File: config.mk
export PLATFORM = sky130hd
export DESIGN_NAME = aq_axi_lite_local_bridge
export DESIGN_NICKNAME = d
export VERILOG_FILES = /design/src/rtl/aq_axi_local_pkg.sv /design/src/rtl/aq_axi_local_timeout.sv /design/src/rtl/aq_axi_lite_local_bridge.sv
export SDC_FILE = /design/constraint.sdc
export NUM_CORES = 1
export LEC_CHECK = 0
export ABC_AREA = 1
export BUFFER_PORTS_ARGS = -buffer_cell sky130_fd_sc_hd__buf_2
export CORE_ASPECT_RATIO = 2
export CORE_UTILIZATION = 48
export CTS_CLUSTER_SIZE = 24
export DETAILED_ROUTE_END_ITERATION = 8
export PLACE_DENSITY_LB_ADDON = 0.25
export SLEW_MARGIN = 20
export SYNTH_ARGS = -nofsm -noshare
export SYNTH_HDL_FRONTEND = slang
export SYNTH_HIERARCHICAL = 1
export SYNTH_SLANG_ARGS = --single-unit
export TNS_END_PERCENT = 5
File: constraint.sdc
create_clock -name ACLK -period 2.55 [get_ports ACLK]
set_input_delay 0.51 -clock ACLK [delete_from_list [all_inputs] [get_ports ACLK]]
set_output_delay 0.51 -clock ACLK [all_outputs]
set_load 0.02 [all_outputs]
File: src/rtl/aq_axi_local_pkg.sv
// Shared definitions for AQ local-bus bridges and masters: FSM state
// encoding, AXI response codes, arbitration flag values and a saturating
// increment helper for the failure counter.
package aq_axi_local_pkg;

    typedef enum logic [2:0] {
        ST_IDLE     = 3'd0,
        ST_WCOLLECT = 3'd1,
        ST_LOCAL    = 3'd2,
        ST_WRESP    = 3'd3,
        ST_RRESP    = 3'd4
    } bridge_state_t;

    localparam logic [1:0] RESP_OKAY   = 2'b00;
    localparam logic [1:0] RESP_SLVERR = 2'b10;

    // Value of the last-grant flag; it resets to GRANT_READ so the first
    // read/write conflict favours the write.
    localparam logic GRANT_READ  = 1'b0;
    localparam logic GRANT_WRITE = 1'b1;

    function automatic logic [15:0] sat_inc16(input logic [15:0] value);
        return (value == 16'hFFFF) ? value : value + 16'd1;
    endfunction

endpackage

File: src/rtl/aq_axi_local_timeout.sv
// Local-bus ACK timeout counter. While enabled, the count equals the
// ordinal of the current access cycle (1 on the first cycle), and expired
// is raised on the TIMEOUT-th cycle. TIMEOUT=0 disables expiry entirely.
module aq_axi_local_timeout #(
    parameter int TIMEOUT = 256
) (
    input  logic ACLK,
    input  logic ARESETN,
    input  logic clear,
    input  logic enable,
    output logic expired
);

    localparam int CW = (TIMEOUT > 1) ? $clog2(TIMEOUT + 1) : 1;

    logic [CW-1:0] count_reg;

    // Clear preloads 1 so the first enabled cycle already counts as cycle 1.
    always_ff @(posedge ACLK or negedge ARESETN) begin
        if (!ARESETN) begin
            count_reg <= CW'(1);
        end else if (clear) begin
            count_reg <= CW'(1);
        end else if (enable) begin
            count_reg <= count_reg + CW'(1);
        end
    end

    generate
        if (TIMEOUT == 0) begin : g_disabled
            assign expired = 1'b0;
        end else begin : g_enabled
            assign expired = enable && (count_reg == CW'(TIMEOUT));
        end
    endgenerate

endmodule

File: src/rtl/aq_axi_lite_local_bridge.sv
// AXI4-Lite slave to AQ local-bus bridge. One transaction in flight;
// AW and W may arrive in either order; reads and writes alternate when
// both are pending; all responses are registered so ACK may be a pulse.
module aq_axi_lite_local_bridge
    import aq_axi_local_pkg::*;
#(
    parameter int ADDR_WIDTH = 16,
    parameter int DATA_WIDTH = 32,
    parameter int TIMEOUT    = 256
) (
    input  logic                      ACLK,
    input  logic                      ARESETN,
    input  logic [ADDR_WIDTH-1:0]     S_AXI_AWADDR,
    input  logic                      S_AXI_AWVALID,
    output logic                      S_AXI_AWREADY,
    input  logic [DATA_WIDTH-1:0]     S_AXI_WDATA,
    input  logic [DATA_WIDTH/8-1:0]   S_AXI_WSTRB,
    input  logic                      S_AXI_WVALID,
    output logic                      S_AXI_WREADY,
    output logic                      S_AXI_BVALID,
    output logic [1:0]                S_AXI_BRESP,
    input  logic                      S_AXI_BREADY,
    input  logic [ADDR_WIDTH-1:0]     S_AXI_ARADDR,
    input  logic                      S_AXI_ARVALID,
    output logic                      S_AXI_ARREADY,
    output logic [DATA_WIDTH-1:0]     S_AXI_RDATA,
    output logic [1:0]                S_AXI_RRESP,
    output logic                      S_AXI_RVALID,
    input  logic                      S_AXI_RREADY,
    output logic                      AQ_LOCAL_CS,
    output logic                      AQ_LOCAL_RNW,
    output logic [31:0]               AQ_LOCAL_ADDR,
    output logic [DATA_WIDTH/8-1:0]   AQ_LOCAL_BE,
    output logic [DATA_WIDTH-1:0]     AQ_LOCAL_WDATA,
    input  logic [DATA_WIDTH-1:0]     AQ_LOCAL_RDATA,
    input  logic                      AQ_LOCAL_ACK,
    output logic [15:0]               TIMEOUT_COUNT
);

    localparam int BE_WIDTH = DATA_WIDTH / 8;

    bridge_state_t           state_reg;
    logic                    last_grant_reg;
    logic                    aw_full_reg;
    logic                    w_full_reg;
    logic                    rnw_reg;
    logic                    cs_reg;
    logic                    bvalid_reg;
    logic                    rvalid_reg;
    logic [1:0]              resp_reg;
    logic [ADDR_WIDTH-1:0]   addr_reg;
    logic [DATA_WIDTH-1:0]   wdata_reg;
    logic [BE_WIDTH-1:0]     strb_reg;
    logic [DATA_WIDTH-1:0]   rdata_reg;
    logic [15:0]             timeout_count_reg;

    logic grant_write;
    logic grant_read;
    logic awready;
    logic wready;
    logic arready;
    logic aw_hs;
    logic w_hs;
    logic ar_hs;
    logic timeout_expired;

    // Arbitration and channel READY decode; readies are combinational so a
    // request presented in IDLE is accepted in the same cycle.
    always_comb begin
        grant_write = 1'b0;
        grant_read  = 1'b0;
        awready     = 1'b0;
        wready      = 1'b0;
        arready     = 1'b0;
        case (state_reg)
            ST_IDLE: begin
                grant_write = (S_AXI_AWVALID || S_AXI_WVALID) &&
                              (!S_AXI_ARVALID || last_grant_reg == GRANT_READ);
                grant_read  = S_AXI_ARVALID && !grant_write;
                awready     = grant_write && !aw_full_reg;
                wready      = grant_write && !w_full_reg;
                arready     = grant_read;
            end
            ST_WCOLLECT: begin
                awready = !aw_full_reg;
                wready  = !w_full_reg;
            end
            default: ;
        endcase
    end

    assign aw_hs = S_AXI_AWVALID && awready;
    assign w_hs  = S_AXI_WVALID && wready;
    assign ar_hs = S_AXI_ARVALID && arready;

    aq_axi_local_timeout #(
        .TIMEOUT (TIMEOUT)
    ) u_timeout (
        .ACLK    (ACLK),
        .ARESETN (ARESETN),
        .clear   (state_reg != ST_LOCAL),
        .enable  (state_reg == ST_LOCAL),
        .expired (timeout_expired)
    );

    // Bridge FSM with registered local-bus strobes and AXI responses.
    always_ff @(posedge ACLK or negedge ARESETN) begin
        if (!ARESETN) begin
            state_reg         <= ST_IDLE;
            last_grant_reg    <= GRANT_READ;
            aw_full_reg       <= 1'b0;
            w_full_reg        <= 1'b0;
            rnw_reg           <= 1'b0;
            cs_reg            <= 1'b0;
            bvalid_reg        <= 1'b0;
            rvalid_reg        <= 1'b0;
            resp_reg          <= RESP_OKAY;
            addr_reg          <= '0;
            wdata_reg         <= '0;
            strb_reg          <= '0;
            rdata_reg         <= '0;
            timeout_count_reg <= 16'd0;
        end else begin
            case (state_reg)
                ST_IDLE: begin
                    if (grant_write) begin
                        last_grant_reg <= GRANT_WRITE;
                        rnw_reg        <= 1'b0;
                        if (aw_hs) begin
                            aw_full_reg <= 1'b1;
                            addr_reg    <= S_AXI_AWADDR;
                        end
                        if (w_hs) begin
                            w_full_reg <= 1'b1;
                            wdata_reg  <= S_AXI_WDATA;
                            strb_reg   <= S_AXI_WSTRB;
                        end
                        if (aw_hs && w_hs) begin
                            cs_reg    <= 1'b1;
                            state_reg <= ST_LOCAL;
                        end else begin
                            state_reg <= ST_WCOLLECT;
                        end
                    end else if (ar_hs) begin
                        last_grant_reg <= GRANT_READ;
                        rnw_reg        <= 1'b1;
                        addr_reg       <= S_AXI_ARADDR;
                        cs_reg         <= 1'b1;
                        state_reg      <= ST_LOCAL;
                    end
                end
                ST_WCOLLECT: begin
                    if (aw_hs) begin
                        aw_full_reg <= 1'b1;
                        addr_reg    <= S_AXI_AWADDR;
                    end
                    if (w_hs) begin
                        w_full_reg <= 1'b1;
                        wdata_reg  <= S_AXI_WDATA;
                        strb_reg   <= S_AXI_WSTRB;
                    end
                    if ((aw_full_reg || aw_hs) && (w_full_reg || w_hs)) begin
                        cs_reg    <= 1'b1;
                        state_reg <= ST_LOCAL;
                    end
                end
                ST_LOCAL: begin
                    // ACK takes priority over an expiry in the same cycle.
                    if (AQ_LOCAL_ACK) begin
                        cs_reg   <= 1'b0;
                        resp_reg <= RESP_OKAY;
                        if (rnw_reg) begin
                            rdata_reg  <= AQ_LOCAL_RDATA;
                            rvalid_reg <= 1'b1;
                            state_reg  <= ST_RRESP;
                        end else begin
                            bvalid_reg <= 1'b1;
                            state_reg  <= ST_WRESP;
                        end
                    end else if (timeout_expired) begin
                        cs_reg            <= 1'b0;
                        resp_reg          <= RESP_SLVERR;
                        timeout_count_reg <= sat_inc16(timeout_count_reg);
                        if (rnw_reg) begin
                            rdata_reg  <= '0;
                            rvalid_reg <= 1'b1;
                            state_reg  <= ST_RRESP;
                        end else begin
                            bvalid_reg <= 1'b1;
                            state_reg  <= ST_WRESP;
                        end
                    end
                end
                ST_WRESP: begin
                    if (S_AXI_BREADY) begin
                        bvalid_reg  <= 1'b0;
                        aw_full_reg <= 1'b0;
                        w_full_reg  <= 1'b0;
                        state_reg   <= ST_IDLE;
                    end
                end
                ST_RRESP: begin
                    if (S_AXI_RREADY) begin
                        rvalid_reg <= 1'b0;
                        state_reg  <= ST_IDLE;
                    end
                end
                default: begin
                    state_reg <= ST_IDLE;
                end
            endcase
        end
    end

    assign S_AXI_AWREADY  = awready;
    assign S_AXI_WREADY   = wready;
    assign S_AXI_ARREADY  = arready;
    assign S_AXI_BVALID   = bvalid_reg;
    assign S_AXI_BRESP    = resp_reg;
    assign S_AXI_RVALID   = rvalid_reg;
    assign S_AXI_RRESP    = resp_reg;
    assign S_AXI_RDATA    = rdata_reg;
    assign AQ_LOCAL_CS    = cs_reg;
    assign AQ_LOCAL_RNW   = rnw_reg;
    assign AQ_LOCAL_ADDR  = 32'(addr_reg);
    assign AQ_LOCAL_BE    = rnw_reg ? '0 : strb_reg;
    assign AQ_LOCAL_WDATA = wdata_reg;
    assign TIMEOUT_COUNT  = timeout_count_reg;

endmodule

==> results.md, run 1 <==
- The worst register-to-register path has a depth of 9.
- The sequential element share of the synthesized area is 0.534.
- No sink is reached through more buffers than the 2 on the longest clock path.
- The clock reaches the later pin of the worst-skew pair after 0.41 ns.
- The first detailed-routing pass ran for 4 iterations.
- The final count of negative-setup-slack endpoints is 0.
- The count of buffers inserted at the top-level ports is 216.
- The startpoint of the lowest-slack register-to-register path is state_reg[2]$_DFFE_PN0P_.
- IR analysis of the VDD net gives a maximum drop of 0.688 mV.
- Headroom to the max-slew limit came out at 0.628.
- Sorting the synthesized cells by area gives the leading types as sky130_fd_sc_hd__dfrtp_1 53%, sky130_fd_sc_hd__nand2_1 14%, sky130_fd_sc_hd__nand3_1 4.3%.
- The total detailed-routing wirelength is 14,600 um.
- The detailed-route vias per instance is 4.99.
- The first global-routing pass estimated 24,000 um of wire.
- The post-CTS resize count is 0.
- Derived from the worst setup path, the maximum achievable clock frequency is 450 MHz.
- The static leakage power is 4.13 nW.
- The total clock buffers created by CTS is 17.
- The setup skew after layout is 0.0151 ns.
- The sequential cell area in the final layout is 3000 um^2.
- The library cell with the largest summed area after synthesis is sky130_fd_sc_hd__dfrtp_1.
- The via total after detailed routing is 5,077.
- The flow ran to the end, and the final reports show no timing, DRC or antenna violations.
- The clock-pin slew on the worst setup and hold paths is 0.05 ns.
- The initial core utilization is 0.495.
- The core outline area is 11,400 um^2.
- After detailed routing, the average wire length per cell comes to 14.3 um.
- The worst setup slack after placement is 0.384 ns.
- The worst setup path is captured at a flip-flop.
- At the end of routability-driven placement, the weighted congestion stood at 0.859.
- The critical path starts at state_reg[2]$_DFFE_PN0P_.
- The number of ports placed on the die boundary is 235.
- The post-synthesis cell count is 642.
- The width of the die is 78.5 um.
- Once detail routing completed, the nets flagged for antenna violations numbered 0.
- The number of H-tree branching levels is 4.
- The class of the tightest hold or removal check is input port to asynchronous set/reset pin.
- TritonCTS built the clock tree.
- In the finished design, the share of the clock period the worst path needs comes to 0.872.
- Of the post-synthesis cell area, the dominant cell type holds 0.530.
- The worst setup path is launched from a flip-flop.
- The residual overflow from global routing is 0.
- The count of different cell masters after synthesis is 37.
- The synthesis-to-finish area growth is 31.5%.
- The slack of the critical path is 0.326 ns.
- The count of fill cells added during filler insertion is 955.
- The data required time at the worst endpoint is 2.86 ns.
- The total clock sinks is 120.
- The number of nets at the end of the flow is 974.
- The cell area after synthesis is 5620 um^2.
- Entering global routing, the biggest net connects 50 pins.
- The quantity of hold-fixing buffers added after cts is 0.
- The number of violations of the max-capacitance limit is 0.
- The overall power consumption is 0.00988 W.
- After detailed routing, the number of remaining DRC violations is 0.
- After clock tree synthesis, the setup repair step added 0 buffers.
- The initial antenna violation count is 1.
- The smallest clock period supported by the final layout is computed as 2.22 ns.
- Yosys printed 6 warnings.
- The synthesized area divided by synthesized cell count is 8.76 um^2.
- The via count of the first global-routing pass was 5,329.
- The transition time at the pin with the least slew margin is 0.557 ns.
- In this run, synthesis produced a sequential element count of 120.
- The end point of the critical path is TIMEOUT_COUNT[10]$_DFFE_PN0P_.
- The clock tree root driver cell is sky130_fd_sc_hd__clkbuf_16.
- Of all nets on the critical path, the largest fanout is 8.
- The worst register-to-register path ends at TIMEOUT_COUNT[10]$_DFFE_PN0P_.
- Data on the critical path arrives at its endpoint at 2.54 ns.
- The worst setup path is of the flip-flop to flip-flop kind.
- Setup repair after global routing left no endpoint under its margin.
- The total half-perimeter wirelength after legalization and detailed placement is 10,700 um.
- Measured along the y axis, the die boundary spans 155 um.
- The final count of hold timing violations is 0.
- The global-route total usage across every layer is 0.253.
- The setup TNS after final layout is 0 ns.
- Dividing total power by cell area gives a power density of 1340 nW/um^2.
- The die covers 12,200 um^2.
- The register-to-register setup slack is 0.33 ns.
- The number of DRC violations after detailed-routing iteration 0 is 205.
- The floorplan has 55 rows.
- The count of final max-slew check failures is 0.
- Of the cells placed in the final design, the portion with a size suffix greater than 1 is 0.341.
- The area taken by multi-input logic gates is 2180 um^2.
## final cells by class
| type | instances | share of cell area |
|---|---|---|
| sequential | 120 | 0.406 |
| multi-input combinational | 434 | 0.295 |
| timing repair buffer | 225 | 0.159 |
| clock buffer | 22 | 0.0655 |
| inverter | 65 | 0.0333 |
| tap | 142 | 0.0240 |
| clock inverter | 8 | 0.0162 |
| antenna | 1 | 0.000338 |
## critical path, stage by stage, from the launching register on
cell and delay (ns):
sky130_fd_sc_hd__dfrtp_1 0.46, sky130_fd_sc_hd__nor3_4 0.22, sky130_fd_sc_hd__nand3_1 0.10, sky130_fd_sc_hd__nor4_1 0.36, sky130_fd_sc_hd__nor2_1 0.15, sky130_fd_sc_hd__nor3_4 0.23
sky130_fd_sc_hd__nand2_4 0.13, sky130_fd_sc_hd__nor2_8 0.15, sky130_fd_sc_hd__nand2_1 0.09, sky130_fd_sc_hd__xor2_1 0.21
## power breakdown
group / switching (W) / internal [W]
Combinational: 0.00291 / 0.00141
Sequential: 0.000467 / 0.00268
Clock: 0.000800 / 0.00162
## metrics by stage
| step | hold WS, ns | util | cells | instance area, um^2 |
|---|---|---|---|---|
| 2_1_floorplan | 0.214 | - | 659 | 5690 |
| 3_3_place_gp | 0.448 | 0.598 | 986 | 6790 |
| 3_5_place_dp | 0.453 | 0.598 | 986 | 6790 |
| 4_1_cts | 0.0367 | 0.651 | 1016 | 7390 |
| 5_1_grt | 0.0531 | 0.651 | 1017 | 7390 |
| 6_report | 0.0312 | 0.651 | 1017 | 7390 |
## layer usage
layer / global-route usage / wire, um / vias to the layer above
li1: - / - / 2445
met1: 0.272 / 5300 / 2373
met2: 0.436 / 7850 / 204
met3: 0.0569 / 752 / 55
met4: 0.168 / 650 / 0
met5: 0 / 0 / -
## cell usage in the layout (no fill, tap or decap), types with 10 or more instances in the layout
| master | netlist | final |
|---|---|---|
| sky130_fd_sc_hd__inv_1 | 57 | 57 |
| sky130_fd_sc_hd__nor2_1 | 33 | 33 |
| sky130_fd_sc_hd__nand2_1 | 216 | 216 |
| sky130_fd_sc_hd__dfrtp_1 | 119 | 119 |
| sky130_fd_sc_hd__nand3_1 | 48 | 48 |
| sky130_fd_sc_hd__conb_1 | 1 | 18 |
| sky130_fd_sc_hd__buf_2 | 13 | 215 |
| sky130_fd_sc_hd__o21ai_0 | 11 | 11 |
| sky130_fd_sc_hd__a21oi_1 | 14 | 14 |
| sky130_fd_sc_hd__clkbuf_16 | 0 | 17 |
| sky130_fd_sc_hd__a22oi_2 | 10 | 10 |
| sky130_fd_sc_hd__o22ai_1 | 17 | 17 |
## how the worst min path moves through the flow
stage / endpoint / slack [ns] / from / cells after the start
final: S_AXI_RDATA[17]$_DFFE_PN0P_ / 0.03 / ARESETN / 1
after floorplan: AQ_LOCAL_CS$_DFFE_PN0P_ / 0.21 / ARESETN / 0
after CTS: S_AXI_RDATA[18]$_DFFE_PN0P_ / 0.04 / ARESETN / 1
after global routing: S_AXI_RDATA[18]$_DFFE_PN0P_ / 0.05 / ARESETN / 1
after global placement: AQ_LOCAL_WDATA[17]$_DFFE_PN0P_ / 0.45 / AQ_LOCAL_WDATA[17]$_DFFE_PN0P_ / 2
after detailed placement: S_AXI_RDATA[22]$_DFFE_PN0P_ / 0.45 / S_AXI_RDATA[22]$_DFFE_PN0P_ / 2
## cell usage after synthesis
library cell	n
sky130_fd_sc_hd__a21oi_1	14
sky130_fd_sc_hd__inv_2	7
sky130_fd_sc_hd__nor2_2	4
sky130_fd_sc_hd__dfrtp_1	119
sky130_fd_sc_hd__o21ai_4	1
sky130_fd_sc_hd__o2111ai_1	1
sky130_fd_sc_hd__a22oi_1	6
sky130_fd_sc_hd__conb_1	1
sky130_fd_sc_hd__o22ai_1	17
sky130_fd_sc_hd__nor2_1	33
sky130_fd_sc_hd__nand2_4	2
sky130_fd_sc_hd__dfstp_2	1
sky130_fd_sc_hd__nor4_1	2
sky130_fd_sc_hd__ha_1	3
sky130_fd_sc_hd__xor2_1	8
sky130_fd_sc_hd__o21bai_1	2
sky130_fd_sc_hd__nand3_2	4
sky130_fd_sc_hd__o21ai_1	2
sky130_fd_sc_hd__buf_4	19
sky130_fd_sc_hd__nor2_4	6
sky130_fd_sc_hd__nor3_4	2
sky130_fd_sc_hd__o21ai_0	11
sky130_fd_sc_hd__o21ai_2	1
sky130_fd_sc_hd__inv_4	1
sky130_fd_sc_hd__buf_2	13
sky130_fd_sc_hd__nand4_1	5
sky130_fd_sc_hd__nand2_2	4
sky130_fd_sc_hd__nor3_1	5
sky130_fd_sc_hd__nand2_1	216
sky130_fd_sc_hd__clkbuf_1	6
sky130_fd_sc_hd__a22oi_2	10
sky130_fd_sc_hd__buf_6	2
sky130_fd_sc_hd__nor2_8	1
sky130_fd_sc_hd__xnor2_1	7
sky130_fd_sc_hd__o32a_1	1
sky130_fd_sc_hd__nand3_1	48
sky130_fd_sc_hd__inv_1	57
## cells by family (layout without fill, tap and decap cells)
family                   count (synthesis)  after routing  synth area share
buffers and inverters                  105            320            0.0888
AND/OR/NAND/NOR                        332            332             0.263
other                                    1             19          0.000667
flip-flops                             120            120             0.534
AO/OA/AOI/OAI                           66             66            0.0837
adder cells (fa/ha/maj)                  3              3           0.00668
XOR/XNOR                                15             15            0.0234
Power figures use the tool's default switching activity.
==> run 2, diff against run 1 <==
==> constraint.sdc (replaced) <==
create_clock -name ACLK -period 2.55 [get_ports ACLK]
set_input_delay 0 -clock ACLK [delete_from_list [all_inputs] [get_ports ACLK]]
set_output_delay 0 -clock ACLK [all_outputs]
set_load 0.02 [all_outputs]
==> run 2 against run 1 <==
Compared with the run above: register-to-register slack lost 0.18 ns; critical path type unchanged; final area grew 14%; critical path depth is the same; sequential power is essentially flat; hold slack lost 0.0053 ns; first-iteration DRC count grew 84%.
==> results.md, run 2 (same netlist as run 1, synthesis figures left out) <==
- The largest fanout on the critical path is 17 (was 8).
- The minimum clock period after layout is 2.40 ns (was 2.22 ns).
- The clock tree root driver cell is sky130_fd_sc_hd__clkbuf_16 (unchanged).
- The sequential cell area in the final layout is 3000 um^2 (unchanged).
- The slowest cell on the critical path was sky130_fd_sc_hd__dlygate4sd3_1 (was sky130_fd_sc_hd__dfrtp_1).
- The worst-case reg-to-reg path depth is 9 (unchanged).
- The final cycle utilization of the critical path is 0.941 (was 0.872).
- The transition time at the pin with the least slew margin is 0.667 ns (was 0.557 ns).
- The area taken by multi-input logic gates is 2180 um^2 (unchanged).
- The number of detailed-route iterations in the first pass was 8 (was 4).
- The number of H-tree branching levels came to 4 (unchanged).
- The worst endpoint data arrival time is 2.64 ns (was 2.54 ns).
- The clock tree from TritonCTS was done (unchanged).
- The number of inserted diodes is 0 (was 1).
- The setup TNS after final layout is 0 ns (unchanged).
- The leading cell type in the layout, fill and taps excluded is sky130_fd_sc_hd__nand2_1 (unchanged).
- The maximum frequency from static timing analysis is 417 MHz (was 450 MHz).
- Setup repair after global routing missed its margin: no (unchanged).
- The total half-perimeter wirelength after legalization and detailed placement is 10,500 um (was 10,700 um).
- The fraction of final layout cells with drive strength greater than 1 is 0.305 (was 0.341).
- The first-pass GRT wire length came to 27,300 um (was 24,000 um).
- The pin count of the biggest net entering global routing is 70 (was 50).
- The class of the tightest hold or removal check is input port to flip-flop (was input port to asynchronous set/reset pin).
- The detailed-route vias per instance is 5.05 (was 4.99).
- The post-CTS resize count came to 0 (unchanged).
- The hold-critical path endpoint is state_reg[1]$_DFFE_PN0P_.
- The overall die height is 155 um (unchanged).
- The sum of buffers and inverters on the critical path was 3 (was 0).
- The startpoint of the lowest-slack register-to-register path is state_reg[2]$_DFFE_PN0P_ (unchanged).
- The DRC violation count after routing is 0 (unchanged).
- The instance area at placement was 6760 um^2 (was 6790 um^2).
- Series of cell instances along the critical path: inv_2 -> nand3_1 -> nand2_2 -> nand3_2 -> nor2_4 -> inv_2 -> o22ai_1 -> dlygate4sd3_1 -> a22oi_1 (was nor3_4 -> nand3_1 -> nor4_1 -> nor2_1 -> nor3_4 -> nand2_4 -> nor2_8 -> nand2_1 -> xor2_1).
- The number of nets at the end of the flow is 1,075 (was 974).
- The count of final max-slew check failures is 0 (unchanged).
- The area of all placed cells without fillers was 8450 um^2 (was 7390 um^2).
- The initial antenna violation count came to 0 (was 1).
- The number of cell rows is 55 (unchanged).
- The synthesis-to-finish area growth is 50.3% (was 31.5%).
- The number of ports placed on the die boundary is 235 (unchanged).
- The data required time at the worst endpoint is 2.79 ns (was 2.86 ns).
- Outcome: complete, no violations (unchanged).
- The count of buffers inserted at the top-level ports is 216 (unchanged).
- The total power per unit cell area came to 1250 nW/um^2 (was 1340 nW/um^2).
- The via count of the first global-routing pass is 5,831 (was 5,329).
- The number of DRC violations after detailed-routing iteration 0 came to 378 (was 205).
- The count of buffers added by post-CTS timing repair for setup is 0 (unchanged).
- The clock-pin slew on the worst setup and hold paths is 0.05 ns (about the same).
- The total detailed-routing wirelength was 16,800 um (was 14,600 um).
- The quantity of hold-fixing buffers added after cts is 103 (was 0).
- The total clock sinks is 120 (unchanged).
- The static leakage power is 4.58 nW (was 4.13 nW).
- The number of gates on the worst path with buffers counted is 9 (unchanged).
- The worst slew slack as a fraction of its limit came to 0.555 (was 0.628).
- The width of the die is 78.5 um (unchanged).
- The family with the most delay on the worst path is buffers and inverters (was simple AND/OR/NAND/NOR gates).
- The most numerous cell on the critical path is sky130_fd_sc_hd__inv_2 (was sky130_fd_sc_hd__nor3_4).
- The overall power consumption is 0.0105 W (was 0.00988 W).
- The via total after detailed routing is 5,642 (was 5,077).
- The type of origin of the critical path is a flip-flop (unchanged).
- Leading cell types in the layout, fill and taps excluded: 216 x sky130_fd_sc_hd__nand2_1, 215 x sky130_fd_sc_hd__buf_2, 119 x sky130_fd_sc_hd__dfrtp_1 (unchanged).
- Along the worst hold path, the cell count comes to 6.
- The initial core utilization is 0.495 (unchanged).
- The peak per-stage delay on the critical path came to 0.62 ns (was 0.46 ns).
- The worst hold path begins at S_AXI_BREADY.
- The number of violations of the max-capacitance limit is 0 (unchanged).
- The worst ir drop on vdd was 0.821 mV (was 0.688 mV).
- The number of antenna-violating nets in the routed design is 0 (unchanged).
- The residual overflow from global routing came to 0 (unchanged).
- The final count of negative-setup-slack endpoints was 0 (unchanged).
- The count of fill cells added during filler insertion is 771 (was 955).
- The final count of hold timing violations is 0 (unchanged).
- The total die area is 12,200 um^2 (unchanged).
- The kind of critical path is flip-flop to flip-flop (unchanged).
- The register-to-register setup slack came to 0.15 ns (was 0.33 ns).
- The core outline area is 11,400 um^2 (unchanged).
- The buffer depth of the longest clock path is 2 (unchanged).
- The capture point of the worst reg-to-reg path is addr_reg[1]$_DFFE_PN0P_ (was TIMEOUT_COUNT[10]$_DFFE_PN0P_).
- The total clock buffers created by CTS is 17 (unchanged).
- The category of the worst setup path capture point is a flip-flop (unchanged).
- The detailed-route wire length per cell came to 15.1 um (was 14.3 um).
- The setup skew after layout is 0.00861 ns (was 0.0151 ns).
- The source-to-sink clock delay at the later pin of the worst-skew pair is 0.41 ns (about the same).
- The routability-driven placement congestion ratio came to 0.883 (was 0.859).
- The global-route total usage across every layer is 0.287 (was 0.253).
==> run 2: cell types whose count changed in the layout (fill, tap and decap cells not counted), sizes merged <==
| cell | before | now |
|---|---|---|
| clkbuf | 22 | 20 |
| dlygate4sd3 | 0 | 103 |
| diode | 1 | 0 |
| inv | 65 | 66 |
| clkinvlp | 2 | 1 |
| bufinv | 3 | 5 |
| buf | 225 | 223 |
| clkinv | 3 | 4 |
==> run 2: layout make-up <==
type / count / share of cell area
Sequential cell: 120 / 0.355
Multi-Input combinational cell: 434 / 0.258
Timing Repair Buffer: 326 / 0.258
Clock buffer: 20 / 0.0552
Inverter: 65 / 0.0292
Clock inverter: 11 / 0.0229
Tap cell: 142 / 0.0210
==> run 2: worst max path at each step <==
stage,slack [ns],startpoint,end
after floorplan,0.31,state_reg[2]$_DFFE_PN0P_,TIMEOUT_COUNT[11]$_DFFE_PN0P_
after global placement,0.50,state_reg[2]$_DFFE_PN0P_,TIMEOUT_COUNT[11]$_DFFE_PN0P_
after detailed placement,0.42,state_reg[2]$_DFFE_PN0P_,TIMEOUT_COUNT[11]$_DFFE_PN0P_
after CTS,0.24,state_reg[2]$_DFFE_PN0P_,addr_reg[3]$_DFFE_PN0P_
after global routing,0.02,state_reg[2]$_DFFE_PN0P_,addr_reg[1]$_DFFE_PN0P_
final,0.15,state_reg[2]$_DFFE_PN0P_,addr_reg[1]$_DFFE_PN0P_
==> run 2: through the flow <==
stage          cells   util  worst slack, ns  hold slack (ns)
3_3_place_gp     984  0.595            0.496           0.0610
2_1_floorplan    659      -            0.309           -0.296
3_5_place_dp     984  0.595            0.419           0.0814
5_1_grt         1118  0.744           0.0187           0.0896
4_1_cts         1118  0.744            0.238           0.0115
6_report        1118  0.744            0.151           0.0259
==> run 2: layer usage <==
layer,track usage,vias to the layer above,part of all wire
met5,0,-,0
met4,0.158,0,0.042
met3,0.0657,61,0.059
met2,0.502,251,0.54
met1,0.314,2677,0.36
li1,-,2653,-
==> run 2: power breakdown <==
part | total [W] | internal [W] | switching, W
Sequential | 0.00317 | 0.00268 | 0.000498
Combinational | 0.00469 | 0.00165 | 0.00304
Clock | 0.00266 | 0.00181 | 0.000848
Total | 0.0105 | 0.00614 | 0.00439
==> run 2: worst reg2reg max path, stage by stage (launching register included) <==
cell                            delay (ns)
sky130_fd_sc_hd__dfrtp_1              0.46
sky130_fd_sc_hd__inv_2                0.13
sky130_fd_sc_hd__nand3_1              0.15
sky130_fd_sc_hd__nand2_2              0.16
sky130_fd_sc_hd__nand3_2              0.12
sky130_fd_sc_hd__nor2_4               0.16
sky130_fd_sc_hd__inv_2                0.16
sky130_fd_sc_hd__o22ai_1              0.19
sky130_fd_sc_hd__dlygate4sd3_1        0.62
sky130_fd_sc_hd__a22oi_1              0.09
==> run 3, diff against run 2 <==
--- a/config.mk
+++ b/config.mk
@@ -12,6 +12,7 @@
 export CTS_CLUSTER_SIZE = 24
 export DETAILED_ROUTE_END_ITERATION = 8
 export PLACE_DENSITY_LB_ADDON = 0.25
+export REMOVE_ABC_BUFFERS = 1
 export SLEW_MARGIN = 20
 export SYNTH_ARGS = -nofsm -noshare
 export SYNTH_HDL_FRONTEND = slang
==> run 3 against run 2 <==
Compared with the run above: flip-flop and latch count unchanged; maximum frequency up 3.3%; via count down 1.8%; register-to-register slack better by 0.08 ns; non-clock buffer count up 2; die area unchanged; final cell count up 0.27%; largest cell class unchanged.
==> results.md, run 3 (same netlist as run 1, synthesis figures left out) <==
- Outcome: complete, no violations (unchanged).
- The total die area is 12,200 um^2 (unchanged).
- The family with the most delay on the worst path is buffers and inverters (unchanged).
- The source-to-sink clock delay at the later pin of the worst-skew pair was 0.41 ns (about the same).
- The leading cell type in the layout, fill and taps excluded is sky130_fd_sc_hd__nand2_1 (unchanged).
- The clock tree from TritonCTS was done (unchanged).
- The number of ports placed on the die boundary is 235 (unchanged).
- The routability-driven placement congestion ratio is 0.845 (was 0.883).
- The combinational share of power is 0.455 (was 0.446).
- The via total after detailed routing is 5,538 (was 5,642).
- The initial core utilization is 0.495 (unchanged).
- The internal power of the cells is 0.00590 W (was 0.00614 W).
- The largest fanout on the critical path is 17 (unchanged).
- The worst setup slack after placement is 0.439 ns (was 0.419 ns).
- The initial antenna violation count came to 0 (unchanged).
- The worst ir drop on vdd was 0.741 mV (was 0.821 mV).
- The minimum clock period after layout is 2.32 ns (was 2.40 ns).
- The fraction of final layout cells with drive strength greater than 1 is 0.305 (about the same).
- The global-route total usage across every layer is 0.274 (was 0.287).
- The final count of hold timing violations is 0 (unchanged).
- The number of inserted diodes is 0 (unchanged).
- The number of antenna-violating nets in the routed design was 0 (unchanged).
- The DRC violation count after routing came to 0 (unchanged).
- The first-pass GRT wire length was 26,000 um (was 27,300 um).
- The buffer depth of the longest clock path is 2 (unchanged).
- Series of cell instances along the critical path: inv_2 -> nand3_1 -> nand2_2 -> nand3_2 -> nor2_4 -> inv_2 -> o22ai_1 -> dlygate4sd3_1 -> a22oi_1 (unchanged).
- The hold slack is 0.0631 ns (was 0.0259 ns).
- The synthesis-to-finish area growth is 49.4% (was 50.3%).
- The setup skew after layout came to 0.0101 ns (was 0.00861 ns).
- The data required time at the worst endpoint is 2.80 ns (was 2.79 ns).
- The total detailed-routing wirelength is 16,200 um (was 16,800 um).
- The count of buffers inserted at the top-level ports was 216 (unchanged).
- The overall die height is 155 um (unchanged).
- The clock network fraction of total power is 0.235 (was 0.252).
- The final cycle utilization of the critical path is 0.911 (was 0.941).
- The detailed-route wire length per cell is 14.5 um (was 15.1 um).
- Leading cell types in the layout, fill and taps excluded: 216 x sky130_fd_sc_hd__nand2_1, 215 x sky130_fd_sc_hd__buf_2, 119 x sky130_fd_sc_hd__dfrtp_1 (unchanged).
- The worst slew slack as a fraction of its limit came to 0.636 (was 0.555).
- The category of the worst setup path capture point is a flip-flop (unchanged).
- The total power per unit cell area is 1220 nW/um^2 (was 1250 nW/um^2).
- The number of nets at the end of the flow is 1,077 (was 1,075).
- The kind of critical path is flip-flop to flip-flop (unchanged).
- The number of detailed-route iterations in the first pass is 5 (was 8).
- The maximum frequency from static timing analysis is 431 MHz (was 417 MHz).
- The utilization after layout came to 0.740 (was 0.744).
- The setup TNS after final layout is 0 ns (unchanged).
- The total half-perimeter wirelength after legalization and detailed placement is 10,200 um (was 10,500 um).
- The core outline area is 11,400 um^2 (unchanged).
- The number of DRC violations after detailed-routing iteration 0 is 247 (was 378).
- The count of final max-slew check failures was 0 (unchanged).
- The class of the tightest hold or removal check is input port to flip-flop (unchanged).
- The net switching fraction of the power is 0.424 (was 0.417).
- The slowest cell on the critical path is sky130_fd_sc_hd__dlygate4sd3_1 (unchanged).
- The net switching component of the power is 0.00434 W (was 0.00439 W).
- The via count of the first global-routing pass was 5,759 (was 5,831).
- The width of the die is 78.5 um (unchanged).
- The clock tree root driver cell is sky130_fd_sc_hd__clkbuf_16 (unchanged).
- The clock-pin slew on the worst setup and hold paths is 0.06 ns (was 0.05 ns).
- The detailed-route vias per instance is 4.94 (was 5.05).
- The number of cell rows is 55 (unchanged).
- The sum of buffers and inverters on the critical path is 3 (unchanged).
- The area of all placed cells without fillers is 8400 um^2 (was 8450 um^2).
- The transition time at the pin with the least slew margin came to 0.545 ns (was 0.667 ns).
- The slack of the critical path is 0.228 ns (was 0.151 ns).
- The pin count of the biggest net entering global routing is 59 (was 70).
- The total clock sinks is 120 (unchanged).
- Setup repair after global routing missed its margin: no (unchanged).
- The static leakage power is 4.56 nW (was 4.58 nW).
- The number of H-tree branching levels is 4 (unchanged).
- The most numerous cell on the critical path is sky130_fd_sc_hd__inv_2 (unchanged).
- The count of buffers added by post-CTS timing repair for setup is 0 (unchanged).
- The instance area at placement came to 6780 um^2 (was 6760 um^2).
- The type of origin of the critical path was a flip-flop (unchanged).
- The peak per-stage delay on the critical path is 0.59 ns (was 0.62 ns).
- The total clock buffers created by CTS was 17 (unchanged).
- The worst endpoint data arrival time is 2.57 ns (was 2.64 ns).
- The share of power burned in registers is 0.309 (was 0.302).
- The number of violations of the max-capacitance limit is 0 (unchanged).
- The residual overflow from global routing is 0 (unchanged).
- The final count of negative-setup-slack endpoints is 0 (unchanged).
==> run 3: cell count changes in the layout (fill, tap and decap cells not counted), sizes merged <==
cell	change
clkinvlp	+2
bufinv	-2
buf	+2
clkinv	+1
==> run 3: layout make-up <==
type                            count  area (um^2)
Sequential cell                   120         3000
Tap cell                          142          178
Multi-Input combinational cell    434         2180
Clock buffer                       20          447
Clock inverter                     12          150
Inverter                           65          246
Timing Repair Buffer              328         2190
Fill cell                         799         2950
==> run 3: worst reg2reg max path: stages (launching register included) <==
cell,delay (ns)
sky130_fd_sc_hd__dfrtp_1,0.46
sky130_fd_sc_hd__inv_2,0.13
sky130_fd_sc_hd__nand3_1,0.15
sky130_fd_sc_hd__nand2_2,0.16
sky130_fd_sc_hd__nand3_2,0.11
sky130_fd_sc_hd__nor2_4,0.15
sky130_fd_sc_hd__inv_2,0.16
sky130_fd_sc_hd__o22ai_1,0.17
sky130_fd_sc_hd__dlygate4sd3_1,0.59
sky130_fd_sc_hd__a22oi_1,0.08
==> run 3: stage by stage <==
step	cells	power (W)
after floorplan	619	0.00597
after global placement	986	0.00729
after detailed placement	986	0.00745
after CTS	1121	0.0102
after global routing	1121	0.0108
final	1121	0.0102
==> run 3: power groups by stage <==
stage | combinational [W] | sequential, W | clock, W
final | 0.00466 | 0.00317 | 0.00241
after global routing | 0.00507 | 0.00325 | 0.00253
after CTS | 0.00460 | 0.00315 | 0.00244
after detailed placement | 0.00429 | 0.00316 | 0
after global placement | 0.00416 | 0.00313 | 0
after floorplan | 0.00205 | 0.00391 | 0
==> run 3: routing by layer <==
metal / wire (um) / up-vias / track usage
li1: - / 2656 / -
met3: 776 / 53 / 0.0727
met2: 8880 / 221 / 0.487
met1: 5880 / 2608 / 0.284
met4: 690 / 0 / 0.158
met5: 0 / - / 0
==> run 3: path summary, 6_finish.rpt <==
check | from | to | slack [ns] | depth (start not counted)
max | state_reg[2]$_DFFE_PN0P_ | addr_reg[14]$_DFFE_PN0P_ | 0.23 | 9
min | S_AXI_BREADY | state_reg[1]$_DFFE_PN0P_ | 0.06 | 6
max reg2reg | state_reg[2]$_DFFE_PN0P_ | addr_reg[14]$_DFFE_PN0P_ | 0.23 | 9
min reg2reg | S_AXI_RDATA[4]$_DFFE_PN0P_ | S_AXI_RDATA[4]$_DFFE_PN0P_ | 0.47 | 2
max in group asynchronous | ARESETN | AQ_LOCAL_WDATA[24]$_DFFE_PN0P_ | 1.68 | 3
min in group asynchronous | ARESETN | S_AXI_RDATA[19]$_DFFE_PN0P_ | 0.12 | 2
==> run 3: repair_timing <==
item | 4_1_cts | 5_1_grt
resized for setup | 0 | 0
hold buffers | 103 | 0
endpoints found under the hold margin | 176 | 0
